`src/rtl/icache_fill_if.sv`:
```
// Fill-engine bus bundle: controller request, memory request/response,
// data-array and tag-array write ports, plus the error pulse.
interface icache_fill_if #(
    parameter int ADDR_W = 56
);
    logic              ctrl2fill_valid;
    logic [5:0]        ctrl2fill_index;
    logic [2:0]        ctrl2fill_way;
    logic [ADDR_W-13:0] ctrl2fill_tag;
    logic              fill2ctrl_ready;

    logic              mem_req_valid;
    logic [ADDR_W-1:0] mem_req_addr;
    logic              mem_req_ready;

    logic              mem_resp_valid;
    logic [63:0]       mem_resp_data;
    logic              mem_resp_last;
    logic              mem_resp_ready;

    logic              fill2data_wen;
    logic [5:0]        fill2data_index;
    logic [2:0]        fill2data_way;
    logic [2:0]        fill2data_offset;
    logic [63:0]       fill2data_wdata;

    logic              fill2tag_wen;
    logic [5:0]        fill2tag_index;
    logic [2:0]        fill2tag_way;
    logic [ADDR_W-13:0] fill2tag_tag;
    logic              fill2tag_valid;

    logic              fill_err;

    modport slave (
        input  ctrl2fill_valid, ctrl2fill_index, ctrl2fill_way, ctrl2fill_tag,
        output fill2ctrl_ready,
        output mem_req_valid, mem_req_addr,
        input  mem_req_ready,
        input  mem_resp_valid, mem_resp_data, mem_resp_last,
        output mem_resp_ready,
        output fill2data_wen, fill2data_index, fill2data_way,
        output fill2data_offset, fill2data_wdata,
        output fill2tag_wen, fill2tag_index, fill2tag_way,
        output fill2tag_tag, fill2tag_valid,
        output fill_err
    );

    modport master (
        output ctrl2fill_valid, ctrl2fill_index, ctrl2fill_way, ctrl2fill_tag,
        input  fill2ctrl_ready,
        input  mem_req_valid, mem_req_addr,
        output mem_req_ready,
        output mem_resp_valid, mem_resp_data, mem_resp_last,
        input  mem_resp_ready,
        input  fill2data_wen, fill2data_index, fill2data_way,
        input  fill2data_offset, fill2data_wdata,
        input  fill2tag_wen, fill2tag_index, fill2tag_way,
        input  fill2tag_tag, fill2tag_valid,
        input  fill_err
    );
endinterface

```
`src/rtl/icache_fill.sv`:
```
// I-cache line fill engine: fetches one 64-byte line as 8 beats,
// writes each beat to the data array, then marks the tag valid.
module icache_fill #(
    parameter int LINE_BEATS = 8,
    parameter int ADDR_W     = 56
) (
    input  logic          clock,
    input  logic          reset,
    icache_fill_if.slave  bus
);
    localparam int         TAG_W     = ADDR_W - 12;
    localparam logic [2:0] LAST_BEAT = 3'(LINE_BEATS - 1);

    typedef enum logic [2:0] {
        IDLE,
        REQ,
        RECV,
        TAG_WR,
        DONE
    } state_t;

    state_t           r_state;
    logic [5:0]       r_index;
    logic [2:0]       r_way;
    logic [TAG_W-1:0] r_tag;
    logic [2:0]       r_cnt;
    logic             r_req_valid;
    logic             r_resp_ready;
    logic             r_tag_wen;
    logic             r_done;

    logic             w_beat;
    logic             w_last_beat;

    assign w_beat      = r_resp_ready & bus.mem_resp_valid;
    assign w_last_beat = (r_cnt == LAST_BEAT);

    always_ff @(posedge clock) begin
        if (!reset) begin
            r_state      <= IDLE;
            r_index      <= '0;
            r_way        <= '0;
            r_tag        <= '0;
            r_cnt        <= '0;
            r_req_valid  <= 1'b0;
            r_resp_ready <= 1'b0;
            r_tag_wen    <= 1'b0;
            r_done       <= 1'b0;
        end else begin
            r_tag_wen <= 1'b0;
            r_done    <= 1'b0;
            unique case (r_state)
                IDLE: begin
                    if (bus.ctrl2fill_valid) begin
                        r_index     <= bus.ctrl2fill_index;
                        r_way       <= bus.ctrl2fill_way;
                        r_tag       <= bus.ctrl2fill_tag;
                        r_req_valid <= 1'b1;
                        r_state     <= REQ;
                    end
                end
                REQ: begin
                    if (bus.mem_req_ready) begin
                        r_req_valid  <= 1'b0;
                        r_resp_ready <= 1'b1;
                        r_cnt        <= '0;
                        r_state      <= RECV;
                    end
                end
                RECV: begin
                    // The beat count alone ends the line; last only flags errors.
                    if (bus.mem_resp_valid) begin
                        r_cnt <= r_cnt + 3'd1;
                        if (w_last_beat) begin
                            r_resp_ready <= 1'b0;
                            r_tag_wen    <= 1'b1;
                            r_state      <= TAG_WR;
                        end
                    end
                end
                TAG_WR: begin
                    r_done  <= 1'b1;
                    r_state <= DONE;
                end
                DONE: begin
                    r_state <= IDLE;
                end
                default: begin
                    r_state <= IDLE;
                end
            endcase
        end
    end

    assign bus.mem_req_valid    = r_req_valid;
    assign bus.mem_req_addr     = {r_tag, r_index, 6'b0};
    assign bus.mem_resp_ready   = r_resp_ready;

    assign bus.fill2data_wen    = w_beat;
    assign bus.fill2data_index  = r_index;
    assign bus.fill2data_way    = r_way;
    assign bus.fill2data_offset = r_cnt;
    assign bus.fill2data_wdata  = bus.mem_resp_data;

    assign bus.fill2tag_wen     = r_tag_wen;
    assign bus.fill2tag_index   = r_index;
    assign bus.fill2tag_way     = r_way;
    assign bus.fill2tag_tag     = r_tag;
    assign bus.fill2tag_valid   = r_tag_wen;

    assign bus.fill2ctrl_ready  = r_done;
    assign bus.fill_err         = w_beat & (bus.mem_resp_last != w_last_beat);
endmodule

```
`src/flat_wrapper.sv`:
```
// flat-port wrapper written by rule: the top's interface ports become plain ports
module icache_fill_flat 
#(
    parameter int LINE_BEATS = 8,
    parameter int ADDR_W     = 56
)
  (clock, reset, bus_ctrl2fill_valid, bus_ctrl2fill_index, bus_ctrl2fill_way, bus_ctrl2fill_tag, bus_fill2ctrl_ready, bus_mem_req_valid, bus_mem_req_addr, bus_mem_req_ready, bus_mem_resp_valid, bus_mem_resp_data, bus_mem_resp_last, bus_mem_resp_ready, bus_fill2data_wen, bus_fill2data_index, bus_fill2data_way, bus_fill2data_offset, bus_fill2data_wdata, bus_fill2tag_wen, bus_fill2tag_index, bus_fill2tag_way, bus_fill2tag_tag, bus_fill2tag_valid, bus_fill_err);
  icache_fill_if #(.ADDR_W(ADDR_W)) bus_i ();
  input  logic clock;
  input  logic reset;
  input wire logic [$bits(bus_i.ctrl2fill_valid)-1:0] bus_ctrl2fill_valid;
  input wire logic [$bits(bus_i.ctrl2fill_index)-1:0] bus_ctrl2fill_index;
  input wire logic [$bits(bus_i.ctrl2fill_way)-1:0] bus_ctrl2fill_way;
  input wire logic [$bits(bus_i.ctrl2fill_tag)-1:0] bus_ctrl2fill_tag;
  output wire logic [$bits(bus_i.fill2ctrl_ready)-1:0] bus_fill2ctrl_ready;
  output wire logic [$bits(bus_i.mem_req_valid)-1:0] bus_mem_req_valid;
  output wire logic [$bits(bus_i.mem_req_addr)-1:0] bus_mem_req_addr;
  input wire logic [$bits(bus_i.mem_req_ready)-1:0] bus_mem_req_ready;
  input wire logic [$bits(bus_i.mem_resp_valid)-1:0] bus_mem_resp_valid;
  input wire logic [$bits(bus_i.mem_resp_data)-1:0] bus_mem_resp_data;
  input wire logic [$bits(bus_i.mem_resp_last)-1:0] bus_mem_resp_last;
  output wire logic [$bits(bus_i.mem_resp_ready)-1:0] bus_mem_resp_ready;
  output wire logic [$bits(bus_i.fill2data_wen)-1:0] bus_fill2data_wen;
  output wire logic [$bits(bus_i.fill2data_index)-1:0] bus_fill2data_index;
  output wire logic [$bits(bus_i.fill2data_way)-1:0] bus_fill2data_way;
  output wire logic [$bits(bus_i.fill2data_offset)-1:0] bus_fill2data_offset;
  output wire logic [$bits(bus_i.fill2data_wdata)-1:0] bus_fill2data_wdata;
  output wire logic [$bits(bus_i.fill2tag_wen)-1:0] bus_fill2tag_wen;
  output wire logic [$bits(bus_i.fill2tag_index)-1:0] bus_fill2tag_index;
  output wire logic [$bits(bus_i.fill2tag_way)-1:0] bus_fill2tag_way;
  output wire logic [$bits(bus_i.fill2tag_tag)-1:0] bus_fill2tag_tag;
  output wire logic [$bits(bus_i.fill2tag_valid)-1:0] bus_fill2tag_valid;
  output wire logic [$bits(bus_i.fill_err)-1:0] bus_fill_err;
  assign bus_i.ctrl2fill_valid = bus_ctrl2fill_valid;
  assign bus_i.ctrl2fill_index = bus_ctrl2fill_index;
  assign bus_i.ctrl2fill_way = bus_ctrl2fill_way;
  assign bus_i.ctrl2fill_tag = bus_ctrl2fill_tag;
  assign bus_fill2ctrl_ready = bus_i.fill2ctrl_ready;
  assign bus_mem_req_valid = bus_i.mem_req_valid;
  assign bus_mem_req_addr = bus_i.mem_req_addr;
  assign bus_i.mem_req_ready = bus_mem_req_ready;
  assign bus_i.mem_resp_valid = bus_mem_resp_valid;
  assign bus_i.mem_resp_data = bus_mem_resp_data;
  assign bus_i.mem_resp_last = bus_mem_resp_last;
  assign bus_mem_resp_ready = bus_i.mem_resp_ready;
  assign bus_fill2data_wen = bus_i.fill2data_wen;
  assign bus_fill2data_index = bus_i.fill2data_index;
  assign bus_fill2data_way = bus_i.fill2data_way;
  assign bus_fill2data_offset = bus_i.fill2data_offset;
  assign bus_fill2data_wdata = bus_i.fill2data_wdata;
  assign bus_fill2tag_wen = bus_i.fill2tag_wen;
  assign bus_fill2tag_index = bus_i.fill2tag_index;
  assign bus_fill2tag_way = bus_i.fill2tag_way;
  assign bus_fill2tag_tag = bus_i.fill2tag_tag;
  assign bus_fill2tag_valid = bus_i.fill2tag_valid;
  assign bus_fill_err = bus_i.fill_err;
  icache_fill #(.LINE_BEATS(LINE_BEATS), .ADDR_W(ADDR_W)) u_core (.clock(clock), .reset(reset), .bus(bus_i));
endmodule
```
`config.mk`:
```
export PLATFORM = sky130hd
export DESIGN_NAME = icache_fill_flat
export DESIGN_NICKNAME = d
export VERILOG_FILES = /design/src/rtl/icache_fill_if.sv /design/src/rtl/icache_fill.sv /design/src/flat_wrapper.sv
export SDC_FILE = /design/constraint.sdc
export NUM_CORES = 1
export LEC_CHECK = 0
export ABC_CLOCK_PERIOD_IN_PS = 1400
export CAP_MARGIN = 5
export CORE_AREA = 2 2 121 123
export CTS_BUF_LIST = sky130_fd_sc_hd__clkbuf_4 sky130_fd_sc_hd__clkbuf_8 sky130_fd_sc_hd__clkbuf_16
export CTS_CLUSTER_SIZE = 20
export DETAILED_ROUTE_END_ITERATION = 10
export DIE_AREA = 0 0 123 125
export PLACE_DENSITY = 0.79
export SYNTH_ARGS = -nofsm -noshare
export SYNTH_HDL_FRONTEND = slang
export SYNTH_SLANG_ARGS = --single-unit
```
`constraint.sdc`:
```
create_clock -name clock -period 1.4 [get_ports clock]
set_clock_uncertainty 0.05 [all_clocks]
set_input_delay 0.28 -clock clock [delete_from_list [all_inputs] [get_ports clock]]
set_output_delay 0.28 -clock clock [all_outputs]
set_load 0.02 [all_outputs]
```
# == After elaboration in Yosys (flattened, before gate mapping) ==
# Index checks and enable logic that the tools add are counted.
# word_totals
out_inout_bits,192
ff_bits,63
elab_cells,47
# op_classes
n_mux,17
n_reduce_logical,9
bitwise,2
addsub,1
eq_ne,9
# ops
cell,count
$mux W3,6
$pmux W3 S4,1
$reduce_and A3 Y1,3
$reduce_and A4 Y1,2
$mux W1,7
$eq A3 B2 Y1 const B,2
$ne A2 B2 Y1 const B,3
$pmux W3 S2,1
$pmux W1 S2,2
$reduce_bool A2 Y1,2
$add A3 B1 Y3 const B,1
$eq A3 B1 Y1 const B,1
$eq A3 B3 Y1 const B,1
$logic_not A3 Y1,1
$and A1 B1 Y1,2
$ne A2 B1 Y1 const B,1
$reduce_and A2 Y1,1
$ne A1 B1 Y1,1

# == Logic depth before layout (Yosys ltp) ==
# Gate-level depths: netlist of run 1.
# depth
depth_word,4
mapped_depth,5
ltp_nobuf,4

# == Least setup slack after synthesis of run 1 ==
# OpenSTA, ideal clock, no wires.
# synth_timing
path_kind,register -> output
startpoint,reg u_core.r_cnt[0] (netlist: u_core.bus.fill2data_offset[0])
endpoint,out bus_fill_err
n_path_buf,0
required_ps,1070
setup_slack_ps,-123
arrival_ps,1193
stages_incl_launch_ff,5
cell_sequence,dfxtp_1 -> ha_1 -> ha_1 -> xor2_1 -> and2_1
# synth_between
elab_chain_len,3
# synth_rtl
item,line_no,rtl
from (decl),icache_fill.sv:26,logic [2:0] r_cnt;
from (signal assigned),icache_fill.sv:73,r_cnt <= r_cnt + 3'd1;
$eq A3 B3 Y1,icache_fill.sv:36,assign w_last_beat = (r_cnt == LAST_BEAT);
named net u_core.w_last_beat,icache_fill.sv:33,logic w_last_beat;
$ne A1 B1 Y1,icache_fill.sv:112,assign bus.fill_err = w_beat & (bus.mem_resp_last != w_last_beat);
$and A1 B1 Y1,icache_fill.sv:112,
to (decl),flat_wrapper.sv:33,output wire logic [$bits(bus_i.fill_err)-1:0] bus_fill_err;
# The timed path passes the listed nets, and every way through them passes these cells.

# == Worst setup path after layout of run 1 ==
# layout_timing
startpoint,reg u_core.r_cnt[1] (netlist: u_core.bus.fill2data_offset[1])
endpoint,out bus_fill_err
# The elaborated chain is that of the path after synthesis.

==> run metrics, run 1 <==
failing checks=setup timing; Startpoint Class=flip-flop; Iteration-0 DRC Markers=between 50 and 60; Register Area=1280 um^2; Buf/Inv on CP=1; fmax=591 MHz; Leak=2.41 nW; Final Wtd Congestion=approximately 0.7; Synth Flop Type=dfxtp_1; die span in x=123 um; FFs w/ async S/R, synth=0; PD cells=~1100 nW/um^2; CP max stage cell=dfxtp_2; clock buffer depth=2; first-pass GRT wire length=about 14,000 um; largest net degree at the start of global routing=29; Hold Path Class=in2reg; register area share after synthesis=0.353; Yosys Warn Count=0; DRC viols=0; IO Count=about 320; Clock Pin Slew Worst Setup and Hold Paths=approximately 0.05 ns; syn avg cell area=8.73 um^2; crit path from=u_core.bus.fill2data_offset[1]; CTS buffer count=9; Max Cap Viol=0; setup slack after layout=-0.293 ns; largest cells by area after synthesis=dfxtp_1 (35%), buf_4 (27%), a21boi_1 (9.0%), nand2_1 (8.6%), nand2_2 (5.3%); vias=approximately 2,800; # rows=44; via-per-instance ratio=4.14; CP required=1.07 ns; EDFF count, synth=0; grt ovf=0; die area=approximately 15,000 um^2; final setup vio count=55; post-synthesis sequential element count=63; cell mode on critical path=ha_4; fin crit share=1.21; P&R area growth vs syn=52.1%; share of layout cells above drive strength 1=0.546; Pre-antenna DRT Iters=4; Placeable Area=~14,000 um^2; Synth Instances=about 410; H-Tree Depth=3; Worst IR Drop VDD=~980 uV; starting density of the core=0.251; die height=125 um; most frequent cell after synthesis=buf_4; Non-Filler Instances=684; post-synth cell types=30; CTS tree=built; minimum clock period after layout=between 1.5 and 2 ns; critical path depth=5; cell count after placement=650; Root Buffer=clkbuf_16; CP max stage delay=approximately 0.33 ns; vias in the first global route=roughly 2,700; crit path cell chain=ha_4 > ha_4 > xor2_1 > and2_4 > buf_6; worst flop-to-flop path endpoint=u_core.bus.fill2data_way[0]; Yosys top cell by area=dfxtp_1; Sink Count=63; R2R Path Start=u_core.r_state[1]; post-synthesis cell area=3570 um^2; Worst-Skew Late Latency=0.33 ns; share of the synthesized area in the top cell type=0.353; wire length per cell=14.3 um; Ant. Diodes=0; final WL=between 9000 and 10,000 um; Tot Pwr=between 6 and 7 mW; delay-heaviest family, CP=flip-flops; post-route ant nets=0; area of the multi-input gates=roughly 1600 um^2; Worst Path Max Fanout=2; CP Capture Type=output port; flop-to-flop setup slack=-0.18 ns; Fin Hold WS=between 0.2 and 0.25 ns; Final nets=between 600 and 700; Setup CP Type=reg2out; final hold vios=0; top cells by count, synth=buf_4 (130), nand2_1 (82), dfxtp_1 (63); number of port buffers=180; initial antenna violation count=0; R2R depth=5; hpwl dp=about 6200 um; FILL cells=~1,500; Critical Path Sink=bus_fill_err; fin. max-slew vios=0; Tot GR Track Use=0.120; RSZ-0062 raised after global routing=true; status=finished, violations left; critical path arrival=1.36 ns
[layer usage]
layer | wire length, um | up-vias | global-route usage | share of wire
li1 | - | 1345 | - | -
met1 | 3820 | 1324 | 0.131 | 0.39
met2 | 4750 | 137 | 0.192 | 0.49
met3 | 959 | 28 | 0.0584 | 0.098
met4 | 265 | 0 | 0.0582 | 0.027
met5 | 0 | - | 0 | 0
[registers in the layout, summed over array words and instances, names as in the netlist, 3 cells and up]
signal,cells
u_core.r_state,3
u_core.bus.fill2data_way,3
u_core.bus.fill2tag_tag,44
u_core.bus.fill2data_offset,3
u_core.bus.fill2data_index,6
[cell usage in the layout, fill, tap and decap left out, types with 2 or more instances in the layout]
master,n
nand2_4,30
mux2i_1,3
dlygate4sd2_1,7
and2_4,2
buf_2,6
o21ai_0,2
a21oi_1,2
conb_1,6
a21boi_2,23
clkbuf_2,65
clkdlybuf4s15_1,19
dfxtp_1,51
buf_6,13
dfxtp_2,12
clkdlybuf4s50_1,55
and3_1,3
bufinv_16,2
clkbuf_16,12
buf_4,12
clkbuf_8,3
buf_16,2
ha_4,2
buf_12,7
buf_8,5
a21boi_1,30
and4bb_2,3
nand2_2,43
nand2_1,39
clkdlybuf4s15_2,25
[cell type report]
type	count	share of cell area
clock buffers	12	0.0491
clock inverters	3	0.0120
inverters	1	0.000691
multi-input cells	201	0.286
flip-flops and latches	63	0.235
well taps	184	0.0424
repair buffers	220	0.374
[worst min path at each step]
stage | slack [ns] | end | startpoint | cells after the start
after global routing | 0.21 | u_core.bus.fill2data_offset[0] | reset | 3
after detailed placement | 0.41 | u_core.bus.fill2tag_tag[16] | u_core.bus.fill2tag_tag[16] | 2
after CTS | 0.19 | u_core.bus.fill2data_offset[2] | reset | 3
after global placement | 0.40 | u_core.bus.fill2data_way[0] | u_core.bus.fill2data_way[0] | 2
final | 0.21 | u_core.bus.fill2data_offset[2] | reset | 3
after floorplan | 0.36 | u_core.bus.fill2data_index[5] | bus_ctrl2fill_index[5] | 2
[report_power, final]
part / switching [mW] / leakage [nW] / total [mW] / internal (mW)
sequential: 0.130 / 0.521 / 2.05 / 1.92
combinational: 0.817 / 1.73 / 1.60 / 0.784
clock: 0.781 / 0.165 / 2.47 / 1.69
[worst min-delay path, delay by kind of cell]
family                 cells  cell delay [ns]
buffers and inverters      1             0.14
and+or+nand+nor            1             0.07
muxes                      1             0.05
[what timing repair did]
action,4_1_cts,5_1_grt
setup endpoints to repair,175,146
gates resized for setup,275,213
hold endpoints to repair,0,0
pin swaps,88,44
buffers inserted,6,14
hold buffers,0,0
gates cloned,7,4
[cell families after synthesis]
kind of cell / after synthesis / share of synthesized area
DFF: 63 / 0.353
xor gates and xnor gates: 1 / 0.00245
other: 1 / 0.00105
adders and majority gates: 2 / 0.00701
and+or+nand+nor: 130 / 0.182
muxes: 3 / 0.00841
buffers and inverters: 150 / 0.317
AOI/OAI and AO/OA: 59 / 0.129
[metrics by stage]
| step | TNS [ns] | worst slack, ns | utilization | area (um^2) |
|---|---|---|---|---|
| floorplan | -0.216 | -0.00980 | - | 3600 |
| global placement | -21.81 | -0.586 | 0.332 | 4720 |
| detailed placement | -22.33 | -0.570 | 0.332 | 4720 |
| CTS | -8.64 | -0.318 | 0.382 | 5430 |
| global route | -8.09 | -0.376 | 0.382 | 5430 |
| finish | -5.53 | -0.293 | 0.382 | 5430 |
No activity file was read; power rests on OpenSTA's default activity.
==> run 2, diff against run 1 <==
--- a/config.mk
+++ b/config.mk
@@ -13,6 +13,7 @@
 export DETAILED_ROUTE_END_ITERATION = 10
 export DIE_AREA = 0 0 123 125
 export PLACE_DENSITY = 0.79
+export SKIP_CTS_REPAIR_TIMING = 1
 export SYNTH_ARGS = -nofsm -noshare
 export SYNTH_HDL_FRONTEND = slang
 export SYNTH_SLANG_ARGS = --single-unit
==> run 2 against run 1 <==
Effect of this change:
- combinational power up 3%
- highest routed layer unchanged
- clock power barely moved
- die area stayed put
- the run still ends with setup timing left
==> run metrics, run 2 (synthesized netlist as in run 1, its figures left out) <==
wire length per cell=14.8 um (was 14.3 um); critical path arrival=1.39 ns (was 1.36 ns); Sink Count=63 (unchanged); Placeable Area=14,200 um^2 (unchanged); Iteration-0 DRC Markers=66 (was 56); first-pass GRT wire length=12,800 um (was 14,100 um); final core utilization=0.416 (was 0.382); CP Capture Type=output port (unchanged); most common cell after layout, fill and taps aside=dlymetal6s2s_1 (was clkbuf_2); CTS tree=built (unchanged); PD cells=1040 nW/um^2 (was 1130 nW/um^2); Fin Hold WS=0.220 ns (was 0.210 ns); Root Buffer=clkbuf_16 (unchanged); die span in x=123 um (unchanged); Max Cap Viol=0 (unchanged); crit path cell chain=ha_4 > ha_4 > xor2_1 > and2_4 > buf_6 (unchanged); DRC viols=0 (unchanged); RSZ-0062 raised after global routing=true (unchanged); final hold vios=0 (unchanged); Tot Pwr=6.15 mW (was 6.12 mW); clock buffer depth=2 (unchanged); Worst IR Drop VDD=988 uV (was 983 uV); die area=15,400 um^2 (unchanged); CP required=1.07 ns (about the same); share of layout cells above drive strength 1=0.320 (was 0.546); minimum clock period after layout=1.72 ns (was 1.69 ns); failing checks=setup timing (unchanged); cell mode on critical path=ha_4 (unchanged); H-Tree Depth=3 (unchanged); setup slack after layout=-0.318 ns (was -0.293 ns); Clock Pin Slew Worst Setup and Hold Paths=0.05 ns (about the same); DR WL met3=949 um (was 959 um); number of port buffers=180 (unchanged); Worst Path Max Fanout=2 (unchanged); CP max stage cell=dfxtp_2 (unchanged); Hold Path Class=in2reg (unchanged); DR top layer=met4 (unchanged); Tot GR Track Use=0.108 (was 0.120); final setup vio count=39 (was 55); fin crit share=1.23 (was 1.21); Place WS=-0.570 ns (unchanged); P&R area growth vs syn=65.3% (was 52.1%); Ant. Diodes=0 (unchanged); CP max stage delay=0.33 ns (about the same); IO Count=315 (unchanged); Worst-Skew Late Latency=0.33 ns (about the same); Pre-antenna DRT Iters=6 (was 4); starting density of the core=0.251 (unchanged); Final nets=614 (was 621); fmax=582 MHz (was 591 MHz); vias=2,767 (was 2,834); met2 wire len=4960 um (was 4750 um); die height=125 um (unchanged); Largest register FFs=44 (unchanged); Setup TNS=-1.35 ns (was -5.53 ns); most frequent cells in the layout=dlymetal6s2s_1 (120), dfxtp_1 (58), clkdlybuf4s50_1 (55), nand2_1 (46), nand2_2 (40) (was clkbuf_2 (65), clkdlybuf4s50_1 (55), dfxtp_1 (51), nand2_2 (43), nand2_1 (39)); Setup CP Type=reg2out (unchanged); Startpoint Class=flip-flop (unchanged); vias in the first global route=2,518 (was 2,702); # rows=44 (unchanged); post-route ant nets=0 (unchanged); grt ovf=0 (unchanged); status=finished, violations left (unchanged); Leak=4.19 nW (was 2.41 nW); CTS buffer count=9 (unchanged); final WL=9990 um (was 9800 um); largest net degree at the start of global routing=29 (unchanged); Final Wtd Congestion=0.699 (unchanged); wl on met1=3820 um (about the same); fin. max-slew vios=0 (unchanged); via-per-instance ratio=4.09 (was 4.14); hpwl dp=6210 um (unchanged); initial antenna violation count=0 (unchanged)
## run 2: cell count changes in the layout (fill, tap and decap cells not counted), moves of 5 or more
cell and change:
buf_2 -5, buf_6 -7, buf_8 -5, clkbuf_2 -63, clkdlybuf4s15_1 -19, clkdlybuf4s15_2 -25, dfxtp_1 +7, dfxtp_2 -7
dlygate4sd2_1 -7, dlymetal6s2s_1 +119, nand2_1 +7
## run 2: worst max-delay path, delay by kind of cell, from the launching register on
kind,cells,cell delay [ns]
flops,1,0.33
fa+ha+maj,2,0.31
xor+xnor,1,0.15
simple gates,1,0.14
buf+inv,1,0.12
## run 2: final cells by class
cell class | count | area, um^2
clock buffer | 12 | 267
clock inverter | 3 | 65.1
inverter | 1 | 3.75
multi-input combinational | 201 | 1510
sequential | 63 | 1270
tap | 184 | 230
timing repair buffer | 213 | 2560
fill | 1368 | 8300
## run 2: path summary, 6_finish.rpt
check	from	endpoint	slack, ns	cells after the start
setup / recovery	u_core.bus.fill2data_offset[0]	bus_fill_err	-0.32	5
hold / removal	reset	u_core.bus.fill2data_offset[1]	0.22	3
hold reg to reg	u_core.bus.fill2tag_tag[43]	u_core.bus.fill2tag_tag[43]	0.41	2
setup reg to reg	u_core.r_state[0]	u_core.bus.fill2tag_tag[18]	-0.06	7
## run 2: metrics by stage
| step | std cells | cell area (um^2) |
|---|---|---|
| 2_1_floorplan | 414 | 3600 |
| 3_3_place_gp | 650 | 4720 |
| 3_5_place_dp | 650 | 4720 |
| 4_1_cts | 665 | 5050 |
| 5_1_grt | 677 | 5900 |
| 6_report | 677 | 5900 |
## run 2: report_power, final
part           total (mW)  switching (mW)  internal (mW)
registers            2.02          0.0995           1.92
clock network        2.48           0.789           1.69
logic                1.65           0.808          0.845
## run 2: routing by layer
metal / vias up / GRT usage
met5: - / 0
met4: 0 / 0.0582
met3: 28 / 0.0584
met2: 137 / 0.173
met1: 1273 / 0.113
li1: 1329 / -
==> run 3, diff against run 2 <==
--- a/config.mk
+++ b/config.mk
@@ -6,7 +6,7 @@
 export NUM_CORES = 1
 export LEC_CHECK = 0
 export ABC_CLOCK_PERIOD_IN_PS = 1400
-export CAP_MARGIN = 5
+export CAP_MARGIN = 20
 export CORE_AREA = 2 2 121 123
 export CTS_BUF_LIST = sky130_fd_sc_hd__clkbuf_4 sky130_fd_sc_hd__clkbuf_8 sky130_fd_sc_hd__clkbuf_16
 export CTS_CLUSTER_SIZE = 20
==> results of run 3 <==
No change in the layout: final DEF, timing and power equal those of run 2.
